`src/rtl/dgiota_uio_tx.sv`:
```
// dgiota_uio_tx: byte-wide FIFO feeding an 8N1 serial transmitter on uio[0].
// Bytes on ui_in are queued by rising edges of the uio_in[0] strobe; status on uo_out.
// Optional build macro DGIOTA_TX_PARITY_EN inserts an even-parity bit after the data bits.
module dgiota_uio_tx #(
  parameter int unsigned CLKS_PER_BIT = 104,
  parameter int unsigned FIFO_DEPTH   = 4
) (
  input  logic       clk,
  input  logic       rst_n,
  input  logic       ena,
  input  logic [7:0] ui_in,
  input  logic [7:0] uio_in,
  output logic [7:0] uo_out,
  output logic [7:0] uio_out,
  output logic [7:0] uio_oe
);

  localparam int unsigned CntW = $clog2(CLKS_PER_BIT);
  localparam int unsigned PtrW = $clog2(FIFO_DEPTH);
  localparam logic [CntW-1:0] BaudLast = CntW'(CLKS_PER_BIT - 1);
  localparam logic [PtrW:0]   CountFull = (PtrW + 1)'(FIFO_DEPTH);

`ifdef DGIOTA_TX_PARITY_EN
  typedef enum logic [2:0] {StIdle, StStart, StData, StParity, StStop} state_e;
`else
  typedef enum logic [2:0] {StIdle, StStart, StData, StStop} state_e;
`endif

  state_e          state_q;
  logic [CntW-1:0] baud_q;
  logic [2:0]      bit_idx_q;
  logic [7:0]      shift_q;
  logic            txd_q;

  logic [1:0]      strb_sync_q;
  logic [1:0]      clr_sync_q;
  logic            strb_prev_q;

  logic [7:0]      mem_q [FIFO_DEPTH];
  logic [PtrW-1:0] wr_ptr_q;
  logic [PtrW-1:0] rd_ptr_q;
  logic [PtrW:0]   count_q;
  logic            ovf_q;

  logic push, pop, wr_en, ovf_set, ovf_clr;
  logic full, empty, busy, baud_last;
  logic [7:0] rd_data;
  logic [3:0] count_ext;
  logic unused_bits;

  // Two-flop synchronizers for the asynchronous strobe and clear, plus edge history
  always_ff @(posedge clk or negedge rst_n) begin
    if (!rst_n) begin
      strb_sync_q <= '0;
      clr_sync_q  <= '0;
      strb_prev_q <= 1'b0;
    end else begin
      strb_sync_q <= {strb_sync_q[0], uio_in[0]};
      clr_sync_q  <= {clr_sync_q[0], uio_in[1]};
      strb_prev_q <= strb_sync_q[1];
    end
  end

  // FIFO control and push/pop/overflow decode
  always_comb begin
    push      = strb_sync_q[1] & ~strb_prev_q;
    ovf_clr   = clr_sync_q[1];
    full      = (count_q == CountFull);
    empty     = (count_q == '0);
    busy      = (state_q != StIdle);
    pop       = (state_q == StIdle) & ~empty & ena;
    // A push into a full FIFO is still accepted when the head leaves in the same cycle
    wr_en     = push & (~full | pop);
    ovf_set   = push & full & ~pop;
    rd_data   = mem_q[rd_ptr_q];
    baud_last = (baud_q == BaudLast);
  end

  // FIFO storage; contents are don't-care while the pointers say empty
  always_ff @(posedge clk) begin
    if (wr_en) mem_q[wr_ptr_q] <= ui_in;
  end

  // FIFO pointers, occupancy and sticky overflow (clear beats a same-cycle set)
  always_ff @(posedge clk or negedge rst_n) begin
    if (!rst_n) begin
      wr_ptr_q <= '0;
      rd_ptr_q <= '0;
      count_q  <= '0;
      ovf_q    <= 1'b0;
    end else begin
      if (wr_en) wr_ptr_q <= wr_ptr_q + PtrW'(1);
      if (pop)   rd_ptr_q <= rd_ptr_q + PtrW'(1);
      case ({wr_en, pop})
        2'b10:   count_q <= count_q + (PtrW + 1)'(1);
        2'b01:   count_q <= count_q - (PtrW + 1)'(1);
        default: count_q <= count_q;
      endcase
      if (ovf_clr)      ovf_q <= 1'b0;
      else if (ovf_set) ovf_q <= 1'b1;
    end
  end

  // Transmit FSM; txd is registered from the current state so the line follows
  // the state by one clock and never glitches
  always_ff @(posedge clk or negedge rst_n) begin
    if (!rst_n) begin
      state_q   <= StIdle;
      baud_q    <= '0;
      bit_idx_q <= '0;
      shift_q   <= '0;
      txd_q     <= 1'b1;
    end else begin
      unique case (state_q)
        StIdle: begin
          txd_q <= 1'b1;
          if (pop) begin
            shift_q <= rd_data;
            baud_q  <= '0;
            state_q <= StStart;
          end
        end
        StStart: begin
          txd_q <= 1'b0;
          if (baud_last) begin
            baud_q    <= '0;
            bit_idx_q <= '0;
            state_q   <= StData;
          end else begin
            baud_q <= baud_q + CntW'(1);
          end
        end
        StData: begin
          txd_q <= shift_q[bit_idx_q];
          if (baud_last) begin
            baud_q    <= '0;
            bit_idx_q <= bit_idx_q + 3'd1;
            if (bit_idx_q == 3'd7) begin
`ifdef DGIOTA_TX_PARITY_EN
              state_q <= StParity;
`else
              state_q <= StStop;
`endif
            end
          end else begin
            baud_q <= baud_q + CntW'(1);
          end
        end
`ifdef DGIOTA_TX_PARITY_EN
        StParity: begin
          txd_q <= ^shift_q;
          if (baud_last) begin
            baud_q  <= '0;
            state_q <= StStop;
          end else begin
            baud_q <= baud_q + CntW'(1);
          end
        end
`endif
        StStop: begin
          txd_q <= 1'b1;
          if (baud_last) begin
            baud_q  <= '0;
            state_q <= StIdle;
          end else begin
            baud_q <= baud_q + CntW'(1);
          end
        end
        default: begin
          txd_q   <= 1'b1;
          baud_q  <= '0;
          state_q <= StIdle;
        end
      endcase
    end
  end

  // Status and pad outputs
  always_comb begin
    count_ext   = 4'(count_q);
    uo_out      = {1'b0, count_ext[2:0], ovf_q, empty, full, busy};
    uio_out     = {7'b000_0000, txd_q};
    uio_oe      = 8'b0000_0001;
    unused_bits = ^{uio_in[7:2], count_ext[3]};
  end

endmodule

```
`config.mk`:
```
export PLATFORM = sky130hd
export DESIGN_NAME = dgiota_uio_tx
export DESIGN_NICKNAME = d
export VERILOG_FILES = /design/src/rtl/dgiota_uio_tx.sv
export SDC_FILE = /design/constraint.sdc
export NUM_CORES = 1
export LEC_CHECK = 0
export CORE_ASPECT_RATIO = 0.6
export CORE_MARGIN = 8
export CORE_UTILIZATION = 44
export DETAILED_ROUTE_END_ITERATION = 8
export PLACE_DENSITY = 0.67
export SLEW_MARGIN = 20
export SYNTH_ARGS = -nofsm -noshare
export SYNTH_HDL_FRONTEND = slang
export SYNTH_SLANG_ARGS = --single-unit
```
`constraint.sdc`:
```
create_clock -name clk -period 6.9 [get_ports clk]
set_input_delay 0.69 -clock clk [delete_from_list [all_inputs] [get_ports clk]]
set_output_delay 0.69 -clock clk [all_outputs]
set_load 0.01 [all_outputs]
```
* Word level (Yosys, flattened, before mapping)
Memory sizes are Yosys's and may differ from the RTL's. A register that Yosys moved wholly into a read port is not among the register bits.
Cells that the tools add are included.
** Cells by class
- $add $sub $neg :: 6
- Magnitude comparators :: 1
- Eq/ne operators :: 13
- Mux-type cells :: 19
- Bitwise operators :: 11
- Reductions and logical operators :: 11
** Operators with widths (count)
- $mux 3 :: 6
- $mux 7 :: 2
- $pmux 7 s2 :: 1
- $pmux 3 s2 :: 2
- $pmux 3 s4 :: 1
- $ne 2x2->1 const B :: 5
- $add 7x1->7 const B :: 1
- $eq 7x7->1 const B :: 1
- $add 3x1->3 const B :: 2
- $and 1x1->1 :: 6
- $eq 3x2->1 const B :: 2
- $eq 3x3->1 const B :: 2
- $logic_not 3->1 :: 2
- $reduce_bool 2->1 :: 3
- $mux 1 :: 5
- $reduce_and 5->1 :: 1
- $add 2x1->2 const B :: 2
- $lt 3x4->1 const B :: 1
- $not 1->1 :: 4
- $bmux 1 s3 :: 1
- $eq 3x1->1 const B :: 1
- $reduce_and 3->1 :: 1
- $reduce_bool 3->1 :: 1
- $reduce_or 3->1 :: 1
- 7 further kinds :: 7
** Word-level totals
- Flip-flop bits (word level) :: 27
- Bits in writable memories :: 32
- Input bits :: 19
- Output and inout bits :: 24
- Logic and storage cells :: 73
- Memories :: 1
** Memories
- mem_q :: words 4, width 8, rd ports 1, clocked after Yosys merged registers in 1, wr ports 1, line 39 : logic [7:0] mem_q [FIFO_DEPTH];

* Logic depth before layout (Yosys ltp)
Gate-level depths: netlist (run 1).
- Depth in word-level cells :: 8
- Depth in mapped cells :: 9
- Mapped depth without buffers :: 9

* Least setup slack after synthesis (run 1)
OpenSTA, ideal clock, no wires.
- Kind :: reg2reg
- Start point :: register state_q[0]
- End point :: register count_q[2]
- Setup time :: 135 ps
- Data arrival time :: 2050 ps
- Required time :: 6765 ps
- Path slack :: 4715 ps
- Stages on the path, launching flop included :: 10
- Buffers on the path :: 0
- Period minus slack after synthesis :: 2185 ps
- Cells stage by stage :: dfrtp_1 -> inv_1 -> ha_1 -> o311ai_4 -> nand2b_1 -> fa_1 -> nor3b_1 -> nand2_1 -> a32oi_1 -> o21ai_0
** On the way
- Word-level cells in the longest chain between the ends :: 7
- Elaborated cells on any way between the ends :: 9
- Those cells by class :: eq/ne: 2; mux: 1; bitwise: 4; reduce/logical: 2
** RTL lines
- from (decl) :: line 29 : state_e state_q;
- from (signal assigned) :: line 108 : state_q <= StIdle;
- from (signal assigned) :: line 120 : state_q <= StStart;
- from (signal assigned) :: line 128 : state_q <= StData;
- $logic_not 3->1 (*) :: line 71 : pop = (state_q == StIdle) & ~empty & ena;
- $and 1x1->1 (*) (2 in series) :: line 71
- $or 1x1->1 :: line 73 : wr_en = push & (~full | pop);
- $and 1x1->1 :: line 73
- $eq 2x1->1 / $eq 2x2->1 (equally long branches) :: line 94 : case ({wr_en, pop})
- $pmux 3 s2 / $reduce_bool 2->1 (equally long branches)
- to (signal assigned) :: line 95 : 2'b10: count_q <= count_q + (PtrW + 1)'(1);
- to (signal assigned) :: line 96 : 2'b01: count_q <= count_q - (PtrW + 1)'(1);
- to (signal assigned) :: line 97 : default: count_q <= count_q;
- to (decl) :: line 42 : logic [PtrW:0] count_q;
Every way passes the cells marked *; elsewhere a longest branch is shown, timed or not.
A chain may end at the register's enable or synchronous reset.

* Final worst setup path (run 1)
Same ends and word-level chain as after synthesis.

==> reports/results.txt, run 1 <==
The biggest cell delay along the critical path was 0.48 ns. Of all flip-flops after synthesis, the portion carrying an async set or reset was 51.5%. After synthesis, the cell types taking the most area are edfxtp_1 31%, dfrtp_1 27%, mux4_2 6.6%. The final wirelength was 5.56 mm. Post-detailed-route DRC marker count: 0.

The worst hold path passes through 0 cells. The most used flip-flop cell after synthesis is dfrtp_1. Data arrives at the worst endpoint at 3.20 ns. The worst setup path is launched from a flop.

Using the TritonRoute via totals, the vias-per-cell ratio works out to 5.17. Once the floorplan was initialized, standard cells occupied 45.7% of the core. The signal on the critical path passes through inv_1 -> ha_1 -> o311ai_4 -> nand2b_1 -> fa_1 -> nor3b_1 -> nand2_1 -> a32oi_1 -> o21ai_0. The logs give 3.85 ns for the pre-CTS setup slack and 0 for the number of antenna violations at the first check in global routing. The standard cell with the maximum stage delay on the critical path was ha_1. Compared with the post-synthesis result, the final layout area differs by 15.3%. The largest voltage drop on the vdd net came out at 0.184 mV. The highest signal layer in the routed design was met4. The per-instance average area after synthesis is 13.9 um^2, and the number of global-route vias before repair is 1719. Summed over all nets, the half-perimeter wirelength after detailed placement is 3.80 mm. After layout, the worst path uses 43.5% of the clock period. Detailed routing placed a total of 2.35 mm of wire on met2. The number of instances in the synthesized netlist was 220; the detailed route wirelength on metal3 was 367 um. Static timing analysis puts the maximum clock frequency at 0.333 GHz.

In this run the number of cells on the critical path is 9. Data on the critical path is required at its endpoint by 7.10 ns. For the final-report max-slew violation count, the log shows 0.

For this design the top-level I/O count stands at 43. Measured along the x axis, the die boundary spans 124 um. The tools report the clock sink count as 66. TritonCTS built the clock tree. In this run the clock root is driven by a clkbuf_16. The number of setup buffers added after CTS is 0. The count of buffers inserted at the top-level ports is 20.

The tools report the number of iterations in the first detailed-routing pass as 4. Final hold violation count: 0. The number of synthesized register bits works out to 66. The gate family responsible for the most delay along the worst path was adder cells. The worst hold path belongs to the class flop to flop. For this run, the total global-route usage over all layers was measured as 12.3%. The first global-routing pass estimated 8.93 mm of wire. Setup repair after global routing left no endpoint under its margin. Summed over all cells, the static leakage comes to 0.00142 uW. The final net count came out at 269.

No sink is reached through more buffers than the 2 on the longest clock path. For the relative slew slack, the log shows 43.7%. After detailed routing, the wire length on met1 is 2.74 mm. After clock tree synthesis, the clock-pin slew on the worst setup and hold paths is 0.05 ns.

The number of standard-cell rows in the floorplan is 23. Setup violations remaining at the end of the flow were counted as 0. The proportion of layout cells with a drive suffix above 1 came out at 14.9%. The run gives 73 as the count of routing violations after the opening detailed-route iteration.

Entering global routing, the biggest net connects 35 pins. Summed over all instances, the cell type with the most area after synthesis is edfxtp_1. The portion of synthesized cell area occupied by the leading cell type works out to 31.3%. The detail route stage leaves a number of antenna-violating nets equal to 0. For this block, the via count after detailed routing is 1700. The worst path needs 3.00 ns of the cycle, external delays included. The detailed-route wire length per cell came out at 16.9 um. For this run the aggregate overflow at the end of global routing stands at 0. Routability-driven placement finished with a final weighted congestion of 0.727. TritonCTS created 9 clock buffers. For this design, the CTS-stage hold fixing added 0 buffers. The H-tree was split into 3 levels.

For the final standard cell utilization of the core, the log shows 52.8%. Along the worst path, the maximum fanout reaches 16. At the later pin of the worst-skew pair, clock insertion delay measures 0.33 ns.

The power per standard cell area came out at 300 mW/mm^2. The core area was 0.00671 mm^2. Part of the Yosys area used for sequential elements: 59.1%.

The chip height is 80.7 um. The worst-case clock skew is 0.00590 ns, and the die outline area is 0.00998 mm^2. The actual slew at the worst max-slew pin was 0.843 ns; the post-cts resize count was 0. Counting flops with a built-in enable in the synthesized netlist gives 32.

The run gives 0 as the number of warnings reported in the yosys synthesis log. The depth of the worst register-to-register path is 9, and the max-cap check violation count is 0. The setup path with the least slack is of type flop to flop. The run finished with clean final reports. Summed over all failing endpoints, the final setup total negative slack is 0 ns. In the post-route analysis, the smallest setup slack over all paths is 3.90 ns.

The tools report the endpoint type of the worst setup path as a flop. The antenna diode count was 0; the number of buffer and inverter instances along the worst setup path was 1. The run gives 44 as the number of distinct standard cells referenced by the synthesized netlist. Summing every instance area after synthesis gives 0.00307 mm^2.
## worst paths after layout
kind	slack, ns	endpoint	from
worst max-delay path	3.90	count_q[2]	state_q[0]
worst min register to register	0.35	clr_sync_q[1]	clr_sync_q[0]
worst min-delay path	0.35	clr_sync_q[1]	clr_sync_q[0]
worst max register to register	3.90	count_q[2]	state_q[0]
max in group asynchronous	5.78	txd_q	rst_n
min in group asynchronous	0.78	shift_q[3]	rst_n
## cell type report
class / count / area (um^2)
clock buffer: 13 / 260
clock inverter: 3 / 38.8
fill: 563 / 3170
inverter: 10 / 37.5
multi-input combinational: 129 / 1070
sequential: 66 / 1810
tap: 87 / 109
timing repair buffer: 21 / 208
## synthesized netlist by cell type (all sizes together) (2+ instances only)
library cell  instances
a32o                  2
xor2                  2
dfrtp                33
nor2                  8
nor3                  2
mux4                  9
edfxtp               32
conb                  2
nand3                 5
ha                   12
xnor2                 4
nor3b                 2
mux2i                 3
and3                  3
nand2b                4
a21oi                 2
buf                  24
o21ai                 9
a31oi                 3
mux2                 10
nand2                 9
nand4                 2
inv                  10
clkbuf                5
o22ai                 3
and2                  6
## routing by layer
| metal | up-vias | global-route usage, % |
|---|---|---|
| met4 | 0 | 5.50 |
| met5 | - | 0 |
| met2 | 48 | 16.4 |
| met3 | 15 | 6.02 |
| li1 | 792 | - |
| met1 | 845 | 16.3 |
## report_power, final
group / internal (uW) / switching (uW) / total, uW
clock network: 297 / 152 / 449
registers: 452 / 32.3 / 484
logic: 60.5 / 69.6 / 130
total: 809 / 254 / 1060
## worst reg2reg max path: stages (launching register included)
cell,delay [ns]
dfrtp_1,0.41
inv_1,0.14
ha_1,0.48
o311ai_4,0.39
nand2b_1,0.30
fa_1,0.42
nor3b_1,0.30
nand2_1,0.12
a32oi_1,0.21
o21ai_0,0.10
## cell families (layout without fill, tap and decap cells)
kind of cell / after synthesis / in the layout / share of synthesized area (%)
adder cells (fa/ha/maj): 13 / 13 / 5.55
buffers and inverters: 39 / 47 / 7.67
other: 2 / 16 / 0.245
AO/OA/AOI/OAI: 28 / 28 / 6.90
flip-flops: 66 / 66 / 59.1
multiplexers: 22 / 22 / 11.4
XOR/XNOR: 6 / 6 / 1.71
AND/OR/NAND/NOR: 44 / 44 / 7.43
## per-stage QoR
stage	hold slack [ns]	cell area [um^2]	cells	total power [uW]
4_1_cts	0.349	3540	329	1080
3_5_place_dp	0.336	3240	313	622
3_3_place_gp	0.333	3240	313	616
2_1_floorplan	0.331	3120	234	567
5_1_grt	0.354	3540	329	1110
6_report	0.345	3540	329	1060
## state kept, by name, summed over array words and instances (netlist names), 3 cells and up
| register | cells |
|---|---|
| shift_q | 8 |
| mem_q | 32 |
| baud_q | 7 |
| count_q | 3 |
| bit_idx_q | 3 |
## layout by cell type, fill, tap and decap left out, types with 3 or more instances in the layout
master / netlist / routed
inv_1: 10 / 10
conb_1: 2 / 16
nand3_1: 5 / 5
mux2_2: 9 / 9
and3_1: 3 / 3
mux4_2: 9 / 9
o21ai_0: 9 / 9
and2_1: 6 / 6
a31oi_1: 3 / 3
dfrtp_1: 33 / 33
nand2_1: 9 / 9
nand2b_1: 4 / 4
mux2i_1: 3 / 3
xnor2_1: 4 / 4
nor2_1: 8 / 8
edfxtp_1: 32 / 32
clkbuf_16: 0 / 9
ha_1: 12 / 12
clkdlybuf4s50_1: 0 / 20
(Power assumes the default switching activity.)
==> run 2: changes to the inputs <==
--- a/config.mk
+++ b/config.mk
@@ -9,7 +9,7 @@
 export CORE_MARGIN = 8
 export CORE_UTILIZATION = 44
 export DETAILED_ROUTE_END_ITERATION = 8
-export PLACE_DENSITY = 0.67
+export PLACE_DENSITY = 0.69
 export SLEW_MARGIN = 20
 export SYNTH_ARGS = -nofsm -noshare
 export SYNTH_HDL_FRONTEND = slang
==> constraint.sdc (replaced) <==
create_clock -name clk -period 2.7 [get_ports clk]
set_input_delay 0.27 -clock clk [delete_from_list [all_inputs] [get_ports clk]]
set_output_delay 0.27 -clock clk [all_outputs]
set_load 0.01 [all_outputs]
==> run 2 against run 1 <==
Hold slack hardly changed. Critical path type unchanged. Final cell count is 0.91% higher. Flip-flop and latch count unchanged. Critical path depth unchanged. Sequential power grew to 2.5 times the previous value. Largest cell class unchanged.
==> reports/results.txt, run 2 (synthesis gave the netlist of run 1 again) <==
mem_q holds more flip-flops than any other register. Final hold violation count: 0 (unchanged). The critical path starts at state_q[0]. In this run the most critical hold path is launched from clr_sync_q[0]. The tools report the final-report max-slew violation count as 0 (unchanged).

The clock-pin slew on the worst setup and hold paths works out to 0.06 ns (about the same). The proportion of layout cells with a drive suffix above 1 is 16.7% (+1.9 points), and the global-route usage over all layers is 12.0% (-0.23 points). Cell area reported after detailed placement: 0.00326 mm^2 (+0.70%). The library cells used most frequently in the layout, excluding fill and tap cells, are 33 x dfrtp_1, 32 x edfxtp_1, 20 x clkdlybuf4s50_1. Number of global-route vias before repair: 1696 (-1.3%). The count of routing violations after the opening detailed-route iteration is 117 (+60%), and the detailed placer's ending HPWL is 3.73 mm (-1.8%).

The tools report the post-detailed-route DRC marker count as 0 (unchanged). The required time at the worst-slack endpoint was 2.90 ns (-4.20 ns). The logs give 0.00146 uW (+2.6%) for the leakage dissipation and 23 (unchanged) for the number of standard-cell rows in the floorplan.

Commonest non-fill, non-tap cell in the layout: dfrtp_1. CTS placed an instance of clkbuf_16 at the clock tree root. TritonCTS built the clock tree. The maximum root-to-sink buffer count is 2 (unchanged). The class of the worst hold path is flop to flop. Number of antenna violations at the first check in global routing: 0 (unchanged). Worst-case clock skew: 0.00540 ns (-0.000495 ns). The logs give 0.351 ns (-3.55 ns) for the least setup slack across all paths after layout and 43 (unchanged) for the number of placed I/O pins.

STA classifies the critical path startpoint as a flop. The actual slew at the worst max-slew pin was 0.594 ns (-0.249 ns). Power per standard cell area: 805 mW/mm^2 (+170%). The number of H-tree branching levels is 3 (unchanged), and the core area is 0.00671 mm^2 (unchanged). Setup TNS: 0 ns (unchanged).

The run finished with clean final reports. The count of buffers inserted at the top-level ports works out to 20 (unchanged). Relative to the synthesized area, the layout overhead comes to 17.5%. The TritonCTS buffer count was 9 (unchanged). Post-cts resize count: 0 (unchanged). Endpoint type of the worst setup path: a flop.

The logs give 0.320 ns (-3.53 ns) for the pre-CTS setup slack and 5.40 mm (-2.7%) for the final wirelength. The shortest clock period the worst path allows after layout was 2.35 ns (-0.651 ns); the number of iterations in the first detailed-routing pass was 4 (unchanged). The die extent in x works out to 124 um (unchanged). The worst-case register-to-register setup slack is 0.35 ns (-3.55 ns), and the maximum fanout encountered on the critical timing path is 4 (-12). The critical path is of the flop to flop type. The count of hold buffers inserted by post-cts repair is 0 (unchanged), and the data arrival time of the worst path is 2.55 ns (-0.65 ns).

The post-CTS repair timing setup buffer count is 0 (unchanged), and the remaining antenna violation count after routing is 0 (unchanged). For the final standard cell utilization of the core, the log shows 53.7% (+0.99 points). The tools report the final net count as 272 (+1.1%). Setup repair after global routing left no endpoint under its margin. The peak clock frequency supported by timing came out at 0.426 GHz (+28%).

The tools report the final count of negative-setup-slack endpoints as 0 (unchanged). Largest voltage drop on the vdd net: 0.576 mV (+210%). The via count of the routed design is 1657 (-2.5%). The antenna diode count came out at 0 (unchanged).

The number of flip-flops in the largest register was 32 (unchanged). The detailed-route wire length per cell is 16.3 um (-3.6%), and the clock latency on the worst-skew pair is 0.33 ns (about the same). The run gives 60.4% (+17 points) as the relative slew slack. The tools report the last weighted congestion value of the routability-driven placer as 0.734 (+1.1%). The logs give 0.00998 mm^2 (unchanged) for the die outline area and 316 (+0.96%) for the cell total after placement. The leftover overflow at the end of global routing was 0 (unchanged). Area of all placed cells without fillers: 0.00360 mm^2 (+1.9%). The tools report the count of placed standard cells in the final layout, fillers left out as 332 (+0.91%).

The clock sink count is 66 (unchanged). The number of vias per cell after detailed routing was 4.99 (-3.4%); the initial cell density of the core was 45.7% (unchanged). Largest net degree at the start of global routing: 35 (unchanged). The wire length of the first global-routing pass is 8.82 mm (-1.2%), and the chip height is 80.7 um (unchanged). The post-route fraction of the period consumed by the critical path came out at 87.0% (+44 points). The largest registers in the layout are mem_q (32), shift_q (8), baud_q (7). In this run the critical register-to-register path is launched from state_q[0]. The max-cap check violation count was 0 (unchanged).
-- run 2: cell count changes in the layout (fill, tap and decap cells not counted) --
| cell | previous run | this run |
|---|---|---|
| buf_4 | 1 | 4 |
| bufinv_16 | 1 | 3 |
| clkbuf_1 | 2 | 0 |
| clkbuf_8 | 2 | 1 |
| clkinv_2 | 1 | 2 |
-- run 2: worst paths after layout --
path,to,cells after the start
min in group asynchronous,bit_idx_q[0],2
worst min register to register,clr_sync_q[1],0
max in group asynchronous,txd_q,2
worst max-delay path,count_q[2],9
worst min-delay path,clr_sync_q[1],0
worst max register to register,count_q[2],9
-- run 2: where the power goes --
part           total, uW  leakage (uW)  internal [uW]  switching, uW
registers           1230      0.000711           1150           73.4
clock network       1340      0.000170            920            420
logic                334      0.000579            156            177
total               2900       0.00146           2230            671
-- run 2: layer usage --
layer,share of wire (%),vias up,track usage (%)
met5,0,-,0
met4,0.68,0,3.23
met3,8.5,5,6.65
met2,40,47,15.2
met1,51,805,17.0
li1,-,800,-
-- run 2: cell type report --
| class | instances | area [um^2] |
|---|---|---|
| fill | 584 | 3100 |
| sequential | 66 | 1810 |
| multi-input combinational | 129 | 1070 |
| clock buffer | 10 | 239 |
| timing repair buffer | 24 | 230 |
| tap | 87 | 109 |
| clock inverter | 6 | 104 |
| inverter | 10 | 37.5 |
-- run 2: through the flow --
step	power (uW)	hold slack [ns]
2_1_floorplan	1450	-0.0256
3_3_place_gp	1580	0.333
3_5_place_dp	1580	0.336
4_1_cts	2940	0.348
5_1_grt	3030	0.356
6_report	2900	0.345
-- run 2: critical path: stages, from the launching register on --
cell and delay, ns:
dfrtp_1 0.41, inv_1 0.13, ha_1 0.24, o311ai_4 0.12
nand2b_1 0.21, fa_1 0.43, nor3b_1 0.28, nand2_1 0.12
a32oi_1 0.19, o21ai_0 0.10
==> run 3: changes to the inputs <==
--- a/config.mk
+++ b/config.mk
@@ -5,8 +5,8 @@
 export SDC_FILE = /design/constraint.sdc
 export NUM_CORES = 1
 export LEC_CHECK = 0
+export ABC_CLOCK_PERIOD_IN_PS = 2700
 export CORE_ASPECT_RATIO = 0.6
-export CORE_MARGIN = 8
 export CORE_UTILIZATION = 44
 export DETAILED_ROUTE_END_ITERATION = 8
 export PLACE_DENSITY = 0.69
==> run 3 against run 2 <==
Combinational power is 1% lower. Flip-flop and latch count stayed put. First-iteration DRC count is 20% lower. Worst setup slack better by 0.045 ns. Routed wire length is 5.2% lower. Highest routed layer unchanged. Sequential power hardly changed. Fmax is 2.0% higher. Power is 1.9% lower. Non-clock buffer count stayed put. Hold slack better by 0.0049 ns. Register-to-register slack better by 0.05 ns. Global-route usage is 5.0 points higher. Largest power group unchanged.
==> reports/results.txt, run 3 (synthesis gave the netlist of run 1 again) <==
Post-route fraction of the period consumed by the critical path: 85.3% (-1.7 points). The endpoint of the worst hold-timing path was clr_sync_q[1]. The setup TNS came out at 0 ns (unchanged). For the number of standard-cell rows in the floorplan, the log shows 23 (unchanged).

The logs give 0 (unchanged) for the post-cts resize count and 0.00732 mm^2 (-27%) for the die outline area. The max-cap check violation count was 0 (unchanged); the power per standard cell area was 789 mW/mm^2 (-1.9%). The logs give 272 (unchanged) for the final net count and 35 (unchanged) for the largest net degree at the start of global routing. In this run the critical register-to-register path is launched from state_q[0]. The run gives 0.434 GHz (+2.0%) as the peak clock frequency supported by timing. The number of antenna violations at the first check in global routing is 0 (unchanged), and the final standard cell utilization of the core is 53.7% (unchanged). The logs give 0.33 ns (about the same) for the clock latency on the worst-skew pair and 0.467 mV (-19%) for the largest voltage drop on the vdd net. The last weighted congestion value of the routability-driven placer is 0.733 (-0.15%). The required time at the worst-slack endpoint came out at 2.90 ns (about the same). The run gives 0 (unchanged) as the final count of negative-setup-slack endpoints. The tools report the post-detailed-route DRC marker count as 0 (unchanged). The endpoint of the lowest-slack register-to-register path is count_q[2].

The commonest non-fill, non-tap cell in the layout was dfrtp_1. The detailed placer's ending HPWL was 3.52 mm (-5.7%). Start point of the worst min-delay path: clr_sync_q[0]. The antenna diode count came out at 0 (unchanged).

The tools report the count of placed standard cells in the final layout, fillers left out as 332 (unchanged). The launching instance or port of the critical path was state_q[0]. The number of H-tree branching levels was 3 (unchanged); the final wirelength was 5.12 mm (-5.2%). The final hold slack was 0.350 ns (+0.00485 ns). The TritonCTS buffer count is 9 (unchanged). The maximum root-to-sink buffer count was 2 (unchanged). The run finished with clean final reports. The clock-pin slew on the worst setup and hold paths was 0.06 ns (about the same). The area added between synthesis and finish was 17.5% (unchanged). The number of placed I/O pins was 43 (unchanged); the depth of the worst register-to-register path was 9 (unchanged).

TritonCTS built the clock tree. Counting flops per register, the top entry is mem_q. Initial cell density of the core: 45.7% (unchanged). By startpoint and endpoint, the worst setup path is classified as flop to flop. Global-route usage over all layers: 17.0% (+5.0 points). The die extent in x was 110 um (-11%); the count of routing violations after the opening detailed-route iteration was 94 (-20%).

The worst-case register-to-register setup slack came out at 0.40 ns (+0.05 ns). The root buffer cell chosen for the clock tree is clkbuf_16. For the number of iterations in the first detailed-routing pass, the log shows 4 (unchanged).

Chip height: 66.7 um (-17%). The cell area reported after detailed placement is 0.00326 mm^2 (unchanged). The actual slew at the worst max-slew pin came out at 0.552 ns (-0.0420 ns). The count of buffers inserted at the top-level ports came out at 20 (unchanged). The proportion of layout cells with a drive suffix above 1 is 17.1% (+0.41 points), and the instance count along the most critical hold path is 0 (unchanged). The run gives 551 (-5.7%) as the number of fill cells in the layout. The tools report the final-report max-slew violation count as 0 (unchanged). The run gives 66 (unchanged) as the clock sink count.

Data arrival time of the worst path: 2.50 ns (-0.05 ns). In the final layout, the registers with the most flip-flops are mem_q (32), shift_q (8), baud_q (7). The detailed-route wire length per cell works out to 15.4 um (-5.2%). In the layout the commonest cells are 33 x dfrtp_1, 32 x edfxtp_1, 20 x clkdlybuf4s50_1. The number of global-route vias before repair came out at 1711 (+0.88%). Worst-case clock skew: 0.00698 ns (+0.00158 ns). Maximum fanout encountered on the critical timing path: 4 (unchanged). Post-CTS repair timing setup buffer count: 0 (unchanged). The tools report the endpoint type of the worst setup path as a flop. The cell total after placement was 316 (unchanged); the relative slew slack was 63.2% (+2.8 points). The run gives 0.00146 uW (+0.14%) as the leakage dissipation.

The final hold violation count was 0 (unchanged). The shortest clock period the worst path allows after layout was 2.30 ns (-0.0451 ns). The count of hold buffers inserted by post-cts repair is 0 (unchanged). For the via count of the routed design, the log shows 1674 (+1.0%). The tools report the remaining antenna violation count after routing as 0 (unchanged). The tools report the type of element launching the critical path as a flop. The leftover overflow at the end of global routing was 0 (unchanged). The class of the worst hold path was flop to flop. Setup repair after global routing left no endpoint under its margin.

The wire length of the first global-routing pass is 8.76 mm (-0.62%). The number of flip-flops in the largest register was 32 (unchanged); the area of all placed cells without fillers was 0.00360 mm^2 (unchanged). The number of vias per cell after detailed routing works out to 5.04 (+1.0%). The tools report the core area as 0.00671 mm^2 (unchanged).
## run 3: cell types whose count changed in the layout (fill, tap and decap cells not counted)
cell	change
clkinv_1	-1
clkbuf_16	+2
clkbuf_8	+1
bufinv_16	-2
## run 3: area by class of cell
cell class	instances	area (um^2)	share of cell area, %
Tap cell	87	109	3.02
Clock buffer	13	303	8.40
Inverter	10	37.5	1.04
Clock inverter	3	40.0	1.11
Timing Repair Buffer	24	230	6.39
Multi-Input combinational cell	129	1070	29.7
Sequential cell	66	1810	50.3
## run 3: stage by stage
step                      worst slack (ns)  total power, uW
after floorplan                      0.515             1450
after global placement               0.382             1570
after detailed placement             0.355             1590
after CTS                            0.408             2870
after global routing                 0.218             2980
final                                0.396             2840
## run 3: worst max-delay path: stages, from the launching register on
cell and delay (ns):
dfrtp_1 0.41, inv_1 0.14, ha_1 0.23, o311ai_4 0.12, nand2b_1 0.20, fa_1 0.42, nor3b_1 0.27, nand2_1 0.11
a32oi_1 0.19, o21ai_0 0.10
## run 3: worst max-delay path by stage
stage / end / slack [ns]
6_report: count_q[2] / 0.40
5_1_grt: count_q[2] / 0.22
4_1_cts: count_q[2] / 0.41
3_5_place_dp: count_q[2] / 0.36
3_3_place_gp: count_q[2] / 0.38
2_1_floorplan: count_q[2] / 0.51
## run 3: per-layer routing
metal / wire (um) / global-route usage (%) / share of wire (%) / vias to the layer above
met5: 0 / 0 / 0 / -
met4: 61 / 6.50 / 1.2 / 0
met3: 258 / 5.58 / 5.0 / 10
met2: 2070 / 23.3 / 40 / 45
met1: 2730 / 24.8 / 53 / 817
li1: - / - / - / 802
## run 3: where the power goes
part	leakage (uW)	switching [uW]	internal [uW]	total, uW
Clock	0.000172	407	873	1280
Sequential	0.000711	80.8	1150	1230
Combinational	0.000579	172	156	329
Total	0.00146	660	2180	2840
==> variant 1 (settings of run 3) <==
Build with the macro `DGIOTA_TX_PARITY_EN` defined.
--- a/src/rtl/dgiota_uio_tx.sv
+++ b/src/rtl/dgiota_uio_tx.sv
@@ -3,2 +3,4 @@
 // Optional build macro DGIOTA_TX_PARITY_EN inserts an even-parity bit after the data bits.
+`define DGIOTA_TX_PARITY_EN
+
 module dgiota_uio_tx #(
Check against the original RTL: same outputs for any inputs over 10 cycles, from zero or initial values and one cycle with rst_n low; that may be too few to reach the edited logic, so the function may still have changed.
==> variant 1 against run 3 <==
  * The run now ends with DRC left
  * Routed wire length rose by 0.84%
  * Final area grew 0.14%
  * Worst hold slack worse by 330 ps
  * Area after synthesis is 2.3% higher
  * Worst setup slack worse by 39 ps
  * Sequential cell count is 1 higher
  * Non-clock buffer count is 1 lower
  * Critical path type unchanged
  * Largest cell class unchanged
Power is not compared: it rests on default switching activity, and its combinational part moved more than twofold at a synthesized area within 25%.
==> variant 1: results (changes against run 3) <==
Hold/Removal Path Class=primary input to asynchronous set/reset pin (was flip-flop to flip-flop); largest net degree at the start of global routing=36 (was 35); DRC=10 (was 0); slowest CP cell=sky130_fd_sc_hd__dfrtp_1 (was sky130_fd_sc_hd__fa_1); Placer Congestion=0.785 (was 0.733); overall routed net length=5160 um (was 5120 um); number of fill cells in the layout=576 (was 551); largest incremental delay on the critical path=510 ps (was 420 ps); Yosys cell types=48 (was 44); critical path endpoint category=flip-flop (unchanged); estimated wirelength of the detail-placed design=3610 um (was 3520 um); worst-case vdd ir drop=0.376 mV; total routed wire length on the met1 layer=2710 um (was 2730 um); met1 track demand over resource=0.232 (was 0.248); antenna fix cells=0 (unchanged); outcome=finished with violations (was completed); adder and majority gate portion of the synthesized area=0.0343 (was 0.0555); clock root cell=sky130_fd_sc_hd__clkbuf_16 (unchanged); most used routing layer=met1 (unchanged); category of cells accounting for the largest share of critical-path delay=simple AND/OR/NAND/NOR gates (was adder cells); violations in the final reports=DRC; Critical Path AT=2590 ps (was 2500 ps); grt met2 use=0.226 (was 0.233); antenna violations before repair=0 (unchanged); met3 Use GR=0.0592 (was 0.0558); Setup Skew=4.90 ps (was 6.98 ps); Seq/Total Area, Yosys=0.586 (was 0.591); Synth Area in XOR/XNOR=0.0391 (was 0.0171); ratio of cells with drive above 1 in the final layout=0.171 (about the same); global-route wire length before repair=8840 um (was 8760 um); sw frac=0.295; highest signal layer in the routed design=met4 (unchanged); number of nets in the final layout=274 (was 272); fraction of registers with async set or reset after synthesis=0.522 (was 0.515); vias post-DR=1725 (was 1674); EDFF count, synth=32 (unchanged); vias in the first global route=1705 (was 1711); Compound-Gate Fraction of Synth Area=0.0670 (was 0.0690); register-to-register setup slack=360 ps (was 400 ps); number of buffers on the longest clock path=2 (unchanged); measured slew at the worst slew-check pin=778 ps (was 552 ps); peak fanout along the critical path=12 (was 4); top cells by area in the synthesized netlist=sky130_fd_sc_hd__edfxtp_1 (31%), sky130_fd_sc_hd__dfrtp_1 (27%), sky130_fd_sc_hd__mux4_2 (6.5%) (was sky130_fd_sc_hd__edfxtp_1 (31%), sky130_fd_sc_hd__dfrtp_1 (27%), sky130_fd_sc_hd__mux4_2 (6.6%)); detailed-router iteration count before antenna repair=6 (was 4); met3 routed wirelength=228 um (was 258 um); buffers added on ports=20 (unchanged); met2 wire length=2140 um (was 2070 um); final-report max-slew violation count=0 (unchanged); cell types with the highest counts after synthesis=sky130_fd_sc_hd__dfrtp_1 (34), sky130_fd_sc_hd__edfxtp_1 (32), sky130_fd_sc_hd__buf_4 (22), sky130_fd_sc_hd__nor2_1 (11), sky130_fd_sc_hd__xnor2_1 (11) (was sky130_fd_sc_hd__dfrtp_1 (33), sky130_fd_sc_hd__edfxtp_1 (32), sky130_fd_sc_hd__buf_4 (21), sky130_fd_sc_hd__ha_1 (12), sky130_fd_sc_hd__inv_1 (10)); multiplexer share of the synthesized area=0.119 (was 0.114); number of DRC markers in iteration 0=73 (was 94); global-route usage over all layers=0.164 (was 0.170)
## variant 1: kinds of logic after synthesis
family,Yosys count
DFF,67
and+or+nand+nor,48
buffers and inverters,35
adders and majority gates,8
other,2
muxes,25
AOI/OAI and AO/OA,28
xor gates and xnor gates,14
## variant 1: area by class of cell
class / instances / area, um2 / share of cell area
sequential: 67 / 1840 / 0.509
multi-input combinational: 139 / 1130 / 0.313
clock buffer: 11 / 233 / 0.0645
timing repair buffer: 23 / 218 / 0.0603
tap: 87 / 109 / 0.0302
clock inverter: 5 / 55.1 / 0.0153
inverter: 7 / 26.3 / 0.00728
## variant 1: through the flow
step	hold WS, ps	setup WS, ps	utilization	cells	instance area [um2]
2_1_floorplan	-25.6	309	-	241	3190
3_3_place_gp	332	283	0.489	323	3320
3_5_place_dp	339	278	0.489	323	3320
4_1_cts	53.9	370	0.531	339	3610
5_1_grt	95.7	230	0.531	339	3610
6_report	18.2	357	0.531	339	3610
==> variant 2 (config.mk and constraints of run 3) <==
Without the edit above. Register the inputs `ena`, `ui_in` and `uio_in` before use, cleared by the reset. The logic sees them one clock later.
--- a/src/rtl/dgiota_uio_tx.sv
+++ b/src/rtl/dgiota_uio_tx.sv
@@ -22,2 +22,18 @@
 
+  logic ena_q;
+  logic [7:0] ui_q;
+  logic [7:0] uio_q;
+
+  always_ff @(posedge clk or negedge rst_n) begin
+    if (!rst_n) begin
+      ena_q <= '0;
+      ui_q  <= '0;
+      uio_q <= '0;
+    end else begin
+      ena_q <= ena;
+      ui_q  <= ui_in;
+      uio_q <= uio_in;
+    end
+  end
+
 `ifdef DGIOTA_TX_PARITY_EN
@@ -57,4 +73,4 @@
     end else begin
-      strb_sync_q <= {strb_sync_q[0], uio_in[0]};
-      clr_sync_q  <= {clr_sync_q[0], uio_in[1]};
+      strb_sync_q <= {strb_sync_q[0], uio_q[0]};
+      clr_sync_q  <= {clr_sync_q[0], uio_q[1]};
       strb_prev_q <= strb_sync_q[1];
@@ -70,3 +86,3 @@
     busy      = (state_q != StIdle);
-    pop       = (state_q == StIdle) & ~empty & ena;
+    pop       = (state_q == StIdle) & ~empty & ena_q;
     // A push into a full FIFO is still accepted when the head leaves in the same cycle
@@ -80,3 +96,3 @@
   always_ff @(posedge clk) begin
-    if (wr_en) mem_q[wr_ptr_q] <= ui_in;
+    if (wr_en) mem_q[wr_ptr_q] <= ui_q;
   end
@@ -183,3 +199,3 @@
     uio_oe      = 8'b0000_0001;
-    unused_bits = ^{uio_in[7:2], count_ext[3]};
+    unused_bits = ^{uio_q[7:2], count_ext[3]};
   end
Formal check against the unedited RTL: not equivalent (a bounded check fails within 4 cycles, from zero or initial values and one cycle with rst_n low).
==> variant 2 against run 3 <==
  * Routed wire length about the same
  * Die area increased by 8.8%
  * Area after synthesis increased by 9.0%
  * Sequential cell count increased by 11
  * Worst setup slack got worse by 71 ps
  * Final area increased by 7.5%
  * Count of clock-buffer cells in the layout decreased by 2
  * Worst hold slack got worse by 4.1 ps
  * Critical path type unchanged
  * Largest cell class unchanged
  * Highest routed layer unchanged
Power is not compared: it rests on default switching activity, and its combinational part moved more than twofold at a synthesized area within 25%.
==> variant 2: results (changes against run 3) <==
Placed Area=3540 um2 (was 3260 um2); top cells by area in the synthesized netlist=sky130_fd_sc_hd__dfrtp_1 (33%), sky130_fd_sc_hd__edfxtp_1 (29%), sky130_fd_sc_hd__mux4_2 (6.1%) (was sky130_fd_sc_hd__edfxtp_1 (31%), sky130_fd_sc_hd__dfrtp_1 (27%), sky130_fd_sc_hd__mux4_2 (6.6%)); ratio of cells with drive above 1 in the final layout=0.156 (was 0.171); Seq/Total Area, Yosys=0.625 (was 0.591); average via count per standard cell=4.82 (was 5.04); estimated wirelength of the detail-placed design=3500 um (was 3520 um); Setup Skew=7.15 ps (was 6.98 ps); cell types with the highest counts after synthesis=sky130_fd_sc_hd__dfrtp_1 (44), sky130_fd_sc_hd__edfxtp_1 (32), sky130_fd_sc_hd__buf_4 (21), sky130_fd_sc_hd__ha_1 (12), sky130_fd_sc_hd__inv_1 (10) (was sky130_fd_sc_hd__dfrtp_1 (33), sky130_fd_sc_hd__edfxtp_1 (32), sky130_fd_sc_hd__buf_4 (21), sky130_fd_sc_hd__ha_1 (12), sky130_fd_sc_hd__inv_1 (10)); multiplexer share of the synthesized area=0.104 (was 0.114); vias in the first global route=1721 (was 1711); Largest regs=mem_q (32), shift_q (8), ui_q (8) (was mem_q (32), shift_q (8), baud_q (7)); Synth Area in XOR/XNOR=0.0157 (was 0.0171); tightest hold margin=346 ps (was 350 ps); overall routed net length=5120 um (about the same); met1 track demand over resource=0.221 (was 0.248); Placer Congestion=0.786 (was 0.733); grt met2 use=0.201 (was 0.233); fraction of registers with async set or reset after synthesis=0.584 (was 0.515); largest net degree at the start of global routing=46 (was 35); global-route usage over all layers=0.150 (was 0.170); hold_sp=uio_q[1] (was clr_sync_q[0]); post-cts resize count=0 (unchanged); register-to-register setup slack=330 ps (was 400 ps); outcome=completed (unchanged); hold path endpoint=clr_sync_q[0] (was clr_sync_q[1]); number of fill cells in the layout=602 (was 551); global-route wire length before repair=8640 um (was 8760 um); Finished Layout Cells=360 (was 332); Setup WS pre-CTS=345 ps (was 355 ps); met3 Use GR=0.0603 (was 0.0558); Total Power=0.00410 W; number of DRC markers in iteration 0=143 (was 94); total routed wire length on the met1 layer=2630 um (was 2730 um); number of nets in the final layout=283 (was 272); gate count after technology mapping=231 (was 220); Critical Path AT=2570 ps (was 2500 ps); measured slew at the worst slew-check pin=585 ps (was 552 ps); Compound-Gate Fraction of Synth Area=0.0633 (was 0.0690); Clock Power Share=0.310; placed cell count=343 (was 316); met2 wire length=2190 um (was 2070 um); adder and majority gate portion of the synthesized area=0.0509 (was 0.0555)
-- variant 2: cell types whose count changed after synthesis --
| cell | change |
|---|---|
| sky130_fd_sc_hd__dfrtp_1 | +11 |
-- variant 2: area by class of cell --
type / instances / area [um2] / area share
Tap cell: 104 / 130 / 0.0336
Inverter: 10 / 37.5 / 0.00969
Sequential cell: 77 / 2090 / 0.539
Timing Repair Buffer: 24 / 230 / 0.0594
Clock inverter: 5 / 85.1 / 0.0220
Clock buffer: 11 / 233 / 0.0601
Multi-Input combinational cell: 129 / 1070 / 0.276
-- variant 2: worst max path at each step --
stage	start	to	slack (ps)	depth (start not counted)
2_1_floorplan	state_q[0]	count_q[2]	510	9
3_3_place_gp	state_q[0]	count_q[2]	450	9
3_5_place_dp	state_q[0]	count_q[2]	350	9
4_1_cts	state_q[0]	count_q[2]	340	9
5_1_grt	state_q[0]	count_q[2]	220	9
6_report	state_q[0]	count_q[2]	330	9
-- variant 2: kinds of logic (layout without fill, tap and decap cells) --
logic type / Yosys count / in the layout
compound gates: 28 / 28
xor+xnor: 6 / 6
fa+ha+maj: 13 / 13
buf+inv: 39 / 50
flops: 77 / 77
mux: 22 / 22
other cells: 2 / 16
simple gates: 44 / 44
-- variant 2: critical path, stage by stage (launching register included) --
cell and delay, ps:
sky130_fd_sc_hd__dfrtp_1 410, sky130_fd_sc_hd__inv_1 130, sky130_fd_sc_hd__ha_1 230, sky130_fd_sc_hd__o311ai_4 130, sky130_fd_sc_hd__nand2b_1 210, sky130_fd_sc_hd__fa_1 420
sky130_fd_sc_hd__nor3b_1 280, sky130_fd_sc_hd__nand2_1 120, sky130_fd_sc_hd__a32oi_1 200, sky130_fd_sc_hd__o21ai_0 130
-- variant 2: timing repair --
action                    CTS  global route
hold endpoints to repair    0            11
hold buffers                0             1
setup buffers               0             0
